--- src/rtl/control_fsm_if.sv ---
// Bus between the control FSM and its consumers: the opcode goes in; state and
// status come out.
interface control_fsm_if;
   logic [15:0] opcode;
   logic [4:0]  state;
   logic        halted;
   logic        illegal_op;
   logic [15:0] instr_retired;

   modport master (
      input  opcode,
      output state,
      output halted,
      output illegal_op,
      output instr_retired
   );

   modport slave (
      output opcode,
      input  state,
      input  halted,
      input  illegal_op,
      input  instr_retired
   );
endinterface

--- src/rtl/control_fsm.sv ---
// Control state machine for the 16-bit CPU core: fetch/decode/execute sequencing,
// halt and illegal-opcode reporting, and a count of retired instructions.
module control_fsm (
   input  logic          clk,
   input  logic          rst_n,
   control_fsm_if.master bus
);

   typedef enum logic [4:0] {
      S_RESET           = 5'd0,
      S_FETCH_1         = 5'd1,
      S_FETCH_2         = 5'd2,
      S_DECODE          = 5'd3,
      S_ALU_OPERATION   = 5'd4,
      S_ALU_IMMEDIATE   = 5'd5,
      S_STORE_RESULT_1  = 5'd6,
      S_STORE_RESULT_2  = 5'd7,
      S_COPY_REGISTER   = 5'd8,
      S_FETCH_IMMEDIATE = 5'd9,
      S_FETCH_ADDRESS_1 = 5'd10,
      S_FETCH_ADDRESS_2 = 5'd11,
      S_FETCH_ADDRESS_3 = 5'd12,
      S_FETCH_ADDRESS_4 = 5'd13,
      S_FETCH_MEMORY    = 5'd14,
      S_STORE_MEMORY    = 5'd15,
      S_TEMP_FETCH      = 5'd16,
      S_TEMP_STORE      = 5'd17,
      S_LOAD_JUMP_1     = 5'd18,
      S_LOAD_JUMP_2     = 5'd19,
      S_EXECUTE_JUMP    = 5'd20,
      S_HALT            = 5'd31
   } state_t;

   localparam logic [4:0] C_MULTIPLY = 5'b00110;
   localparam logic [4:0] C_MOVE     = 5'b10000;
   localparam logic [4:0] C_LOAD     = 5'b10001;
   localparam logic [4:0] C_STORE    = 5'b10010;
   localparam logic [4:0] C_JUMP     = 5'b10011;
   localparam logic [4:0] C_NOP      = 5'b10100;
   localparam logic [4:0] C_HALT     = 5'b11111;

   state_t      state_q;
   state_t      state_d;
   logic [15:0] retired_q;
   logic        illegal;
   logic        retire;
   logic [4:0]  op_class;
   logic [1:0]  op_mode;
   logic        unused_bits;

   assign op_class    = bus.opcode[15:11];
   assign op_mode     = bus.opcode[10:9];
   assign unused_bits = ^bus.opcode[8:0];

   always_comb begin
      state_d = S_FETCH_1;
      illegal = 1'b0;
      case (state_q)
         S_RESET:   state_d = S_FETCH_1;
         S_FETCH_1: state_d = S_FETCH_2;
         S_FETCH_2: state_d = S_DECODE;
         S_DECODE: begin
            if (!op_class[4]) begin
               case (op_mode)
                  2'b00:   state_d = S_ALU_OPERATION;
                  2'b01:   state_d = S_ALU_IMMEDIATE;
                  2'b10:   state_d = S_FETCH_ADDRESS_1;
                  default: illegal = 1'b1;
               endcase
            end else begin
               case (op_class)
                  C_MOVE:  state_d = S_COPY_REGISTER;
                  C_LOAD: begin
                     if (op_mode == 2'b00)      state_d = S_FETCH_IMMEDIATE;
                     else if (op_mode == 2'b01) state_d = S_FETCH_ADDRESS_1;
                     else                       illegal = 1'b1;
                  end
                  C_STORE: state_d = S_FETCH_ADDRESS_1;
                  C_JUMP:  state_d = S_LOAD_JUMP_1;
                  C_NOP:   state_d = S_FETCH_1;
                  C_HALT:  state_d = S_HALT;
                  default: illegal = 1'b1;
               endcase
            end
         end
         S_ALU_OPERATION,
         S_ALU_IMMEDIATE:   state_d = S_STORE_RESULT_1;
         S_STORE_RESULT_1:  state_d = (op_class == C_MULTIPLY) ? S_STORE_RESULT_2 : S_FETCH_1;
         S_FETCH_ADDRESS_1: state_d = S_FETCH_ADDRESS_2;
         // Shared address state: the held opcode picks which memory path follows.
         S_FETCH_ADDRESS_2: begin
            if (!op_class[4])           state_d = S_TEMP_FETCH;
            else if (op_class == C_LOAD)  state_d = S_FETCH_MEMORY;
            else if (op_class == C_STORE) state_d = S_STORE_MEMORY;
            else                          state_d = S_FETCH_1;
         end
         S_TEMP_FETCH:      state_d = S_FETCH_ADDRESS_3;
         S_FETCH_ADDRESS_3: state_d = S_FETCH_ADDRESS_4;
         S_FETCH_ADDRESS_4: state_d = S_TEMP_STORE;
         S_LOAD_JUMP_1:     state_d = S_LOAD_JUMP_2;
         S_LOAD_JUMP_2:     state_d = S_EXECUTE_JUMP;
         S_HALT:            state_d = S_HALT;
         default:           state_d = S_FETCH_1;
      endcase
   end

   // Retire on every return to fetch except the one out of reset, and once on halt entry.
   assign retire = ((state_d == S_FETCH_1) && (state_q != S_RESET)) ||
                   ((state_d == S_HALT) && (state_q != S_HALT));

   always_ff @(posedge clk or negedge rst_n) begin
      if (!rst_n) begin
         state_q   <= S_RESET;
         retired_q <= '0;
      end else begin
         state_q <= state_d;
         if (retire) retired_q <= retired_q + 16'd1;
      end
   end

   always_comb begin
      bus.state         = state_q;
      bus.halted        = (state_q == S_HALT);
      bus.illegal_op    = (state_q == S_DECODE) && illegal;
      bus.instr_retired = retired_q;
   end

endmodule

--- src/flat_wrapper.sv ---
// flat-port wrapper written by rule: the top's interface ports become plain ports
module control_fsm_flat 
  (clk, rst_n, bus_opcode, bus_state, bus_halted, bus_illegal_op, bus_instr_retired);
  control_fsm_if bus_i ();
  input  logic clk;
  input  logic rst_n;
  input wire logic [$bits(bus_i.opcode)-1:0] bus_opcode;
  output wire logic [$bits(bus_i.state)-1:0] bus_state;
  output wire logic [$bits(bus_i.halted)-1:0] bus_halted;
  output wire logic [$bits(bus_i.illegal_op)-1:0] bus_illegal_op;
  output wire logic [$bits(bus_i.instr_retired)-1:0] bus_instr_retired;
  assign bus_i.opcode = bus_opcode;
  assign bus_state = bus_i.state;
  assign bus_halted = bus_i.halted;
  assign bus_illegal_op = bus_i.illegal_op;
  assign bus_instr_retired = bus_i.instr_retired;
  control_fsm u_core (.clk(clk), .rst_n(rst_n), .bus(bus_i));
endmodule
--- config.mk ---
export PLATFORM = sky130hd
export DESIGN_NAME = control_fsm_flat
export DESIGN_NICKNAME = d
export VERILOG_FILES = /design/src/rtl/control_fsm_if.sv /design/src/rtl/control_fsm.sv /design/src/flat_wrapper.sv
export SDC_FILE = /design/constraint.sdc
export NUM_CORES = 1
export LEC_CHECK = 0
export BUFFER_PORTS_ARGS = -buffer_cell sky130_fd_sc_hd__buf_2
export CORE_MARGIN = 5
export CORE_UTILIZATION = 56
export CTS_BUF_LIST = sky130_fd_sc_hd__clkbuf_16
export DETAILED_ROUTE_END_ITERATION = 6
export GPL_TIMING_DRIVEN = 0
export PLACE_DENSITY = 0.86
export REMOVE_ABC_BUFFERS = 1
export SETUP_SLACK_MARGIN = 0.15
export SLEW_MARGIN = 30
export SYNTH_ARGS = -nofsm -noshare
export SYNTH_HDL_FRONTEND = slang
export SYNTH_SLANG_ARGS = --single-unit
--- constraint.sdc ---
create_clock -name clk -period 5 [get_ports clk]
set_input_delay 1 -clock clk [delete_from_list [all_inputs] [get_ports clk]]
set_output_delay 1 -clock clk [all_outputs]
set_load 0.01 [all_outputs]
# --- Word level (Yosys, flattened, before mapping) ---
# Cells that the tools add are included.
totals:
  output_inout_bits: 23
  ff_bits: 21
  inputBits: 18
  word_cells: 54
classes:
  reduce_logical: 9
  addsub: 1
  eq_ne: 26
  muxes: 16
ops:
  columns: ["cell", "count"]
  rows:
  - ["$pmux 5 s13", 1]
  - ["$eq 5x5->1 const B", 11]
  - ["$pmux 5 s5", 1]
  - ["$eq 5x3->1 const B", 4]
  - ["$eq 5x4->1 const B", 4]
  - ["$mux 5", 4]
  - ["$add 16x1->16 const B", 1]
  - ["$pmux 4 s3", 1]
  - ["$eq 5x1->1 const B", 2]
  - ["$eq 5x2->1 const B", 2]
  - ["$mux 4", 2]
  - ["$mux 1", 5]
  - ["$ne 5x5->1 const B", 1]
  - ["$reduce_bool 5->1", 1]
  - ["$reduce_or 5->1", 1]
  - ["$logic_and 1x1->1", 3]
  - ["$mux 3", 1]
  - ["$reduce_or 3->1", 1]
  - ["$eq 2x1->1 const B", 1]
  - ["$eq 2x2->1 const B", 1]
  - ["$logic_not 2->1", 1]
  - ["$pmux 1 s2", 1]
  - ["$reduce_or 2->1", 1]
  - ["$logic_or 1x1->1", 1]

# --- Longest topological paths before layout ---
# Gate-level depths: netlist of run 1.
depth:
  word_depth: 9
  ltp_mapped: 11
  ltp_nobuf: 7

# --- Worst setup path after synthesis of run 1 ---
# Ideal clock, no wire load.
synth_path:
  path_kind: "input to register"
  from: "in bus_opcode[12]"
  to: "reg u_core.retired_q[1], in the netlist u_core.bus.instr_retired[1]"
  path_buffers: 2
  setup_time_ns: 0.125
  required_ns: 4.875
  setup_slack_ns: 2.021
  t_arrival_ns: 2.854
  cell_stages: 9
  cell_sequence: "buf_2 -> xor2_1 -> nand3_1 -> a21oi_1 -> a311o_1 -> or4b_1 -> buf_2 -> nand2_1 -> mux2_2"
synth_between:
  elab_chain_len: 8
synth_lines:
  columns: ["element", "line_no", "source"]
  rows:
  - ["start, declared", "flat_wrapper.sv:7", "input wire logic [$bits(bus_i.opcode)-1:0] bus_opcode;"]
  - ["$eq 5x5->1", "control_fsm.sv:71, control_fsm.sv:94", null]
  - ["$mux 4", "control_fsm.sv:94", "else if (op_class == C_STORE) state_d = S_STORE_MEMORY;"]
  - ["$mux 5", "control_fsm.sv:93", "else if (op_class == C_LOAD) state_d = S_FETCH_MEMORY;"]
  - ["$mux 5", "control_fsm.sv:92", "if (!op_class[4]) state_d = S_TEMP_FETCH;"]
  - ["$pmux 5 s13 *", "control_fsm.sv:58", "case (state_q)"]
  - ["net u_core.state_d[3]", "control_fsm.sv:43", "state_t state_d;"]
  - ["$eq 5x1->1 or $eq 5x5->1 (tied branches)", "control_fsm.sv:108, control_fsm.sv:109", null]
  - ["$logic_and 1x1->1 (on tied branches)", "control_fsm.sv:108, control_fsm.sv:109", null]
  - ["$logic_or 1x1->1 *", "control_fsm.sv:108", "assign retire = ((state_d == S_FETCH_1) && (state_q != S_RESET)) ||"]
  - ["end signal, assigned", "control_fsm.sv:117", "if (retire) retired_q <= retired_q + 16'd1;"]
  - ["end, declared", "control_fsm.sv:44", "logic [15:0] retired_q;"]
# The timed path passes the listed nets; every way through them passes the cells marked *.
# A chain may end at the register's enable or synchronous reset.

# --- Worst setup path in the final report of run 1 ---
layout_path:
  from: "in bus_opcode[10]"
  to: "reg u_core.retired_q[1], in the netlist u_core.bus.instr_retired[1]"
layout_between:
  elab_chain_len: 9
layout_lines:
  columns: ["element", "line_no", "source"]
  rows:
  - ["$eq 2x1->1", "control_fsm.sv:64, control_fsm.sv:75", null]
  - ["$mux 4", "control_fsm.sv:75", "else if (op_mode == 2'b01) state_d = S_FETCH_ADDRESS_1;"]
  - ["$mux 5", "control_fsm.sv:74", "if (op_mode == 2'b00) state_d = S_FETCH_IMMEDIATE;"]
  - ["$pmux 5 s5", "control_fsm.sv:71", "case (op_class)"]
  - ["$mux 5 *", "control_fsm.sv:63", "if (!op_class[4]) begin"]
  - ["$pmux 5 s13 *", "control_fsm.sv:58", null]
  - ["net u_core.state_d[1]", "control_fsm.sv:43", null]
  - ["$eq 5x1->1 or $eq 5x5->1 (tied branches)", "control_fsm.sv:108, control_fsm.sv:109", null]
  - ["$logic_and 1x1->1 (on tied branches)", "control_fsm.sv:108, control_fsm.sv:109", null]
  - ["$logic_or 1x1->1 *", "control_fsm.sv:108", null]
# Marked as above.

==> results.json, run 1 <==
{
  "worst_hold_slack_ns": 0.4557,
  "fp.coreArea_sq_um": 2500,
  "setup.worst_path.start_class": "input pin",
  "count_of_clock_tree_sinks": 21,
  "dieArea_sq_um": 3750,
  "grt_antenna_before_repair": 0,
  "critPathArrivalTime_ns": 3.38,
  "tritoncts_clock_tree": "yes",
  "detail_route.vias_per_cell": 6.077,
  "grt_setup_unrepaired": "false",
  "clockRootBuffer": "sky130_fd_sc_hd__clkbuf_16",
  "power.total_w": 0.0008292,
  "timing.critical_path.depth": 8,
  "path_cells": "buf_2 > and3b_1 > o21ai_0 > a311oi_1 > or3_1 > or4b_1 > nand2_1 > mux2_2",
  "ctsLongestPathBuffers": 2,
  "pin_count_of_the_biggest_net_entering_global_routing": 22,
  "cts_buffers": 3,
  "boundaryPins": 41,
  "grt_util_all_layers": 0.2012,
  "initialDrtViolationCount": 68,
  "synth_enable_flop_cells": 0,
  "fin_skew_ns": 0.003556,
  "cts_htree_levels": 1,
  "cp_top_family": "simple AND/OR/NAND/NOR gates",
  "async_reset_ff_frac": 1.000,
  "grt_pass1_vias": 1214,
  "grt-ovfl-total": 0,
  "sequential_cell_area_sq_um": 525.5,
  "max-slew-margin-rel": 0.6023,
  "floorplan.initialDensity": 0.5881,
  "finalHoldViolCount": 0,
  "hold_class": "reg -> reg",
  "detail_route.wl_per_cell_microns": 14.96,
  "path_max_fanout": 15,
  "fillCellCount": 194,
  "die_width_microns": 61.24,
  "dp.cells": 218,
  "count_of_unresolved_drc_violations_after_routing": 0,
  "std_cell_rows": 18,
  "timing_worst_slew_pin_value_ns": 0.5948,
  "setup_slack_ns": 1.750,
  "worst_setup_path_end_kind": "flop",
  "route.final.wire_length_microns": 3322,
  "worst_skew_pair.late_latency_ns": 0.25,
  "clk_transition_reported_paths_ns": 0.05,
  "critical_path_class": "in -> reg",
  "cts_setup_buffers": 0,
  "synthesized_netlist_cell_count": 169,
  "die_h_microns": 61.24,
  "hold_buffers": 0,
  "syn_area_sq_um": 1470,
  "fin_crit_ns": 3.250,
  "synth.lib_cells_used.distinct": 44,
  "multi_input_area_sq_um": 834.6,
  "most_heavily_used_metal_layer_in_global_routing": "met2",
  "max_clock_freq_mhz": 307.7,
  "power_density_nw_per_um2": 502.1,
  "dr.pass1.iters": 4,
  "run_status": "finished, final reports clean",
  "power.static_leakage_nw": 0.8260,
  "gp_congestion": 0.8692,
  "place_worst_setup_slack_ns": 1.570,
  "postSynth.topFlopCell": "sky130_fd_sc_hd__dfrtp_1",
  "antenna_cells_inserted": 0,
  "seq_area_frac_synth": 0.3574,
  "irDropWorstVdd_mv": 0.3982,
  "reg2regPathDepth": 7,
  "met3_usage": 0.04822,
  "nNetsFinal": 212,
  "global_route.usage.met2": 0.3323,
  "critPathRequiredTime_ns": 5.13,
  "hold_path_depth": 1,
  "syn_area_per_cell_sq_um": 8.699,
  "totalNegativeSetupSlack_ns": 0,
  "globalRouteMet1Util": 0.2631,
  "hpwlAfterDp_microns": 2326,
  "yosysWarnings": 0,
  "numPortBuffers": 31,
  "drv_slew": 0,
  "drive_gt1_frac": 0.2135,
  "maxCapViolations": 0,
  "global_route_wire_length_before_repair_microns": 5630,
  "critical_path_max_stage_delay_ns": 0.77,
  "cts.repair.resized": 0,
  "cp.buffers_inverters": 1,
  "postSynthRegisterBits": 21,
  "final_cell_count_no_fill": 222,
  "antenna_violating_nets_post_route": 0,
  "report.final.setup_viol": 0,
  "route.vias.total": 1349,
  "cp_slowest_cell": "sky130_fd_sc_hd__or4b_1",
  "final.period_utilization": 0.6501,
  "area.growth.synth_to_final_pct": 12.34
}
[cell families after synthesis]
logic type,Yosys count,synth area share
simple gates,62,0.2324
compound gates,47,0.1966
mux,3,0.02298
buf+inv,17,0.07489
flops,21,0.3574
fa+ha+maj,1,0.008509
xor+xnor,18,0.1072
[metrics by stage]
stage / area [sq um] / utilization
after global routing: 1652 / 0.6607
after CTS: 1652 / 0.6607
final: 1652 / 0.6607
after global placement: 1572 / 0.6286
after floorplan: 1379 / -
after detailed placement: 1572 / 0.6286
[registers in the layout, indices dropped and copies added, names as in the netlist]
| signal | flops |
|---|---|
| u_core.bus.instr_retired | 16 |
| u_core.bus.state | 5 |
[path summary, 6_finish.rpt]
check	startpoint	endpoint	slack, ns
hold / removal	u_core.bus.instr_retired[15]	u_core.bus.instr_retired[15]	0.46
max in group asynchronous	rst_n	u_core.bus.state[4]	4.00
setup reg to reg	u_core.bus.state[4]	u_core.bus.instr_retired[1]	1.97
setup / recovery	bus_opcode[10]	u_core.bus.instr_retired[1]	1.75
min in group asynchronous	rst_n	u_core.bus.instr_retired[15]	0.69
hold reg to reg	u_core.bus.instr_retired[15]	u_core.bus.instr_retired[15]	0.46
[routing by layer]
| layer | vias to the layer above | share of wire |
|---|---|---|
| met4 | 0 | 0.0057 |
| met5 | - | 0 |
| met2 | 55 | 0.50 |
| met1 | 630 | 0.42 |
| met3 | 2 | 0.077 |
| li1 | 662 | - |
[placed cells by master, fill, tap and decap left out, types with 2 or more instances in the layout]
master and count:
sky130_fd_sc_hd__buf_2 31, sky130_fd_sc_hd__dfrtp_1 21, sky130_fd_sc_hd__a21oi_1 18, sky130_fd_sc_hd__xor2_1 17, sky130_fd_sc_hd__nand3_1 15, sky130_fd_sc_hd__nand2_1 13, sky130_fd_sc_hd__o21ai_0 10, sky130_fd_sc_hd__nor2_1 7
sky130_fd_sc_hd__inv_1 5, sky130_fd_sc_hd__nor3_1 4, sky130_fd_sc_hd__a211oi_1 4, sky130_fd_sc_hd__a31oi_1 3, sky130_fd_sc_hd__mux2_2 3, sky130_fd_sc_hd__and4_1 3, sky130_fd_sc_hd__and3_1 3, sky130_fd_sc_hd__clkbuf_16 3
sky130_fd_sc_hd__nand4_1 2, sky130_fd_sc_hd__and3b_1 2, sky130_fd_sc_hd__o22ai_1 2, sky130_fd_sc_hd__nor2b_1 2, sky130_fd_sc_hd__o211ai_1 2
[power by group]
part,total [W],internal [W],switching (W),leakage (nW)
registers,0.000305,0.000211,0.0000938,0.277
clock network,0.000163,0.000107,0.0000561,0.0409
logic,0.000361,0.000146,0.000215,0.508
[final cells by class]
cell class | instances | share of cell area
flip-flops and latches | 21 | 0.3182
clock buffers | 3 | 0.04545
inverters | 5 | 0.01136
repair buffers | 31 | 0.09394
well taps | 30 | 0.02273
clock inverters | 1 | 0.003030
multi-input cells | 131 | 0.5053
[cell usage after synthesis, types with 2 or more instances]
| cell | count | area share |
|---|---|---|
| sky130_fd_sc_hd__mux2_2 | 3 | 0.023 |
| sky130_fd_sc_hd__o22ai_1 | 2 | 0.0085 |
| sky130_fd_sc_hd__o21ai_0 | 10 | 0.034 |
| sky130_fd_sc_hd__xor2_1 | 17 | 0.10 |
| sky130_fd_sc_hd__and3_1 | 3 | 0.013 |
| sky130_fd_sc_hd__nand2_1 | 13 | 0.033 |
| sky130_fd_sc_hd__dfrtp_1 | 21 | 0.36 |
| sky130_fd_sc_hd__and4_1 | 3 | 0.018 |
| sky130_fd_sc_hd__a211oi_1 | 4 | 0.020 |
| sky130_fd_sc_hd__a21oi_1 | 18 | 0.061 |
| sky130_fd_sc_hd__inv_1 | 5 | 0.013 |
| sky130_fd_sc_hd__o211ai_1 | 2 | 0.010 |
| sky130_fd_sc_hd__buf_4 | 3 | 0.015 |
| sky130_fd_sc_hd__and3b_1 | 2 | 0.012 |
| sky130_fd_sc_hd__nand3_1 | 15 | 0.051 |
| sky130_fd_sc_hd__buf_2 | 4 | 0.014 |
| sky130_fd_sc_hd__nor2_1 | 7 | 0.018 |
| sky130_fd_sc_hd__a31oi_1 | 3 | 0.013 |
| sky130_fd_sc_hd__buf_6 | 4 | 0.031 |
| sky130_fd_sc_hd__nand4_1 | 2 | 0.0085 |
| sky130_fd_sc_hd__nor3_1 | 4 | 0.014 |
| sky130_fd_sc_hd__nor2b_1 | 2 | 0.0085 |
Note: power is estimated with default switching activity, not from simulation.
==> run 2: changes to the inputs <==
CORE_UTILIZATION = 52   (was 56)
PLACE_DENSITY = 0.81   (was 0.86)
clock period = 3.4 ns   (was 5 ns; I/O delays follow)
==> results.json, run 2 (synthesis results as in run 1) <==
{
  "run_status": "finished, final reports clean",
  "detailed_place.area_sq_um": 1573,
  "drv_slew": 0,
  "global_route_wire_length_before_repair_microns": 5996,
  "antenna_cells_inserted": 0,
  "met3_usage": 0.03908,
  "std_cell_rows": 19,
  "critPathArrivalTime_ns": 3.14,
  "layout_commonest_cell": "sky130_fd_sc_hd__buf_2",
  "boundaryPins": 41,
  "rrSetupSlack_ns": 0.40,
  "grt_setup_unrepaired": "false",
  "initialDrtViolationCount": 73,
  "cts_setup_buffers": 0,
  "path_max_fanout": 18,
  "report.final.setup_viol": 0,
  "die_width_microns": 63.17,
  "path_cells": "and3b_1 > nand3_1 > o22ai_1 > or3_1 > or4b_1 > nand2_1 > mux2_2",
  "worst_skew_pair.late_latency_ns": 0.25,
  "critPathRequiredTime_ns": 3.53,
  "max_clock_freq_mhz": 332.9,
  "max_ffs_per_register": 16,
  "most_heavily_used_metal_layer_in_global_routing": "met2",
  "fin_skew_ns": 0.001145,
  "fillCellCount": 235,
  "route.vias.total": 1386,
  "count_of_clock_tree_sinks": 21,
  "hold_class": "in -> async",
  "hpwlAfterDp_microns": 2387,
  "count_of_unresolved_drc_violations_after_routing": 0,
  "mostFrequentLayoutCells": "31 x sky130_fd_sc_hd__buf_2, 21 x sky130_fd_sc_hd__dfrtp_1, 18 x sky130_fd_sc_hd__a21oi_1",
  "grt_util_all_layers": 0.1768,
  "cts_buffers": 3,
  "cts.repair.resized": 0,
  "detail_route.wl_per_cell_microns": 15.26,
  "dr.pass1.iters": 4,
  "irDropWorstVdd_mv": 0.5997,
  "max-slew-margin-rel": 0.5981,
  "dieArea_sq_um": 3990,
  "global_route.usage.met2": 0.3103,
  "worst_setup_path_end_kind": "flop",
  "place_worst_setup_slack_ns": 0.3014,
  "timing_worst_slew_pin_value_ns": 0.6011,
  "grt_pass1_vias": 1329,
  "ctsLongestPathBuffers": 2,
  "maxCapViolations": 0,
  "fin_crit_ns": 3.004,
  "antenna_violating_nets_post_route": 0,
  "grt_antenna_before_repair": 0,
  "cp_slowest_cell": "sky130_fd_sc_hd__or4b_1",
  "pin_count_of_the_biggest_net_entering_global_routing": 22,
  "gp_congestion": 0.7888,
  "nNetsFinal": 212,
  "finish.instance_area_sq_um": 1652,
  "cp.buffers_inverters": 0,
  "power_density_nw_per_um2": 734.0,
  "clk_transition_reported_paths_ns": 0.05,
  "critical_path_max_stage_delay_ns": 0.76,
  "cp_top_family": "simple AND/OR/NAND/NOR gates",
  "cts_htree_levels": 1,
  "clockRootBuffer": "sky130_fd_sc_hd__clkbuf_16",
  "tritoncts_clock_tree": "yes",
  "numPortBuffers": 31,
  "floorplan.initialDensity": 0.5378,
  "power.static_leakage_nw": 0.8274,
  "globalRouteMet1Util": 0.2215,
  "die_h_microns": 63.17,
  "detail_route.vias_per_cell": 6.215,
  "fp.coreArea_sq_um": 2734,
  "setup_slack_ns": 0.3961,
  "area.growth.synth_to_final_pct": 12.34,
  "power.total_w": 0.001212,
  "critical_path_class": "reg -> reg",
  "grt-ovfl-total": 0,
  "worst_hold_slack_ns": 0.3751,
  "hold_buffers": 0,
  "setup.worst_path.start_class": "flop",
  "route.final.wire_length_microns": 3402,
  "final.period_utilization": 0.8835,
  "totalNegativeSetupSlack_ns": 0,
  "drive_gt1_frac": 0.2083,
  "finalHoldViolCount": 0
}
-- run 2: cell count changes in the layout (fill, tap and decap cells not counted) --
cell                       previous run  this run
sky130_fd_sc_hd__clkinv_2             1         0
sky130_fd_sc_hd__inv_1                5         6
-- run 2: path summary, 6_finish.rpt --
path                                         startpoint                           end  cells past startpoint
setup / recovery                    u_core.bus.state[4]   u_core.bus.instr_retired[1]                      7
hold reg to reg            u_core.bus.instr_retired[15]  u_core.bus.instr_retired[15]                      1
max in group asynchronous                         rst_n           u_core.bus.state[2]                      1
min in group clk           u_core.bus.instr_retired[15]  u_core.bus.instr_retired[15]                      1
setup reg to reg                    u_core.bus.state[4]   u_core.bus.instr_retired[1]                      7
hold / removal                                    rst_n  u_core.bus.instr_retired[13]                      1
-- run 2: power breakdown --
group,switching [W],total [W],internal [W]
combinational,0.000309,0.000523,0.000214
clock,0.0000806,0.000237,0.000156
sequential,0.000142,0.000453,0.000311
-- run 2: metal layers --
| layer | vias to the layer above | routed length, microns |
|---|---|---|
| li1 | 661 | - |
| met3 | 3 | 157 |
| met4 | 0 | 14 |
| met1 | 679 | 1490 |
| met5 | - | 0 |
| met2 | 43 | 1739 |
-- run 2: cell type report --
class                           instances  area (sq um)  share of cell area
Multi-Input combinational cell        131         834.6              0.5053
Sequential cell                        21         525.5              0.3182
Timing Repair Buffer                   31         155.1             0.09394
Clock buffer                            3         75.07             0.04545
Tap cell                               31         38.79             0.02348
Inverter                                5         18.77             0.01136
Clock inverter                          1         3.754            0.002273
-- run 2: metrics by stage --
stage | utilization | std cells
2_1_floorplan | - | 157
4_1_cts | 0.6041 | 223
6_report | 0.6041 | 223
5_1_grt | 0.6041 | 223
3_5_place_dp | 0.5753 | 219
3_3_place_gp | 0.5753 | 219
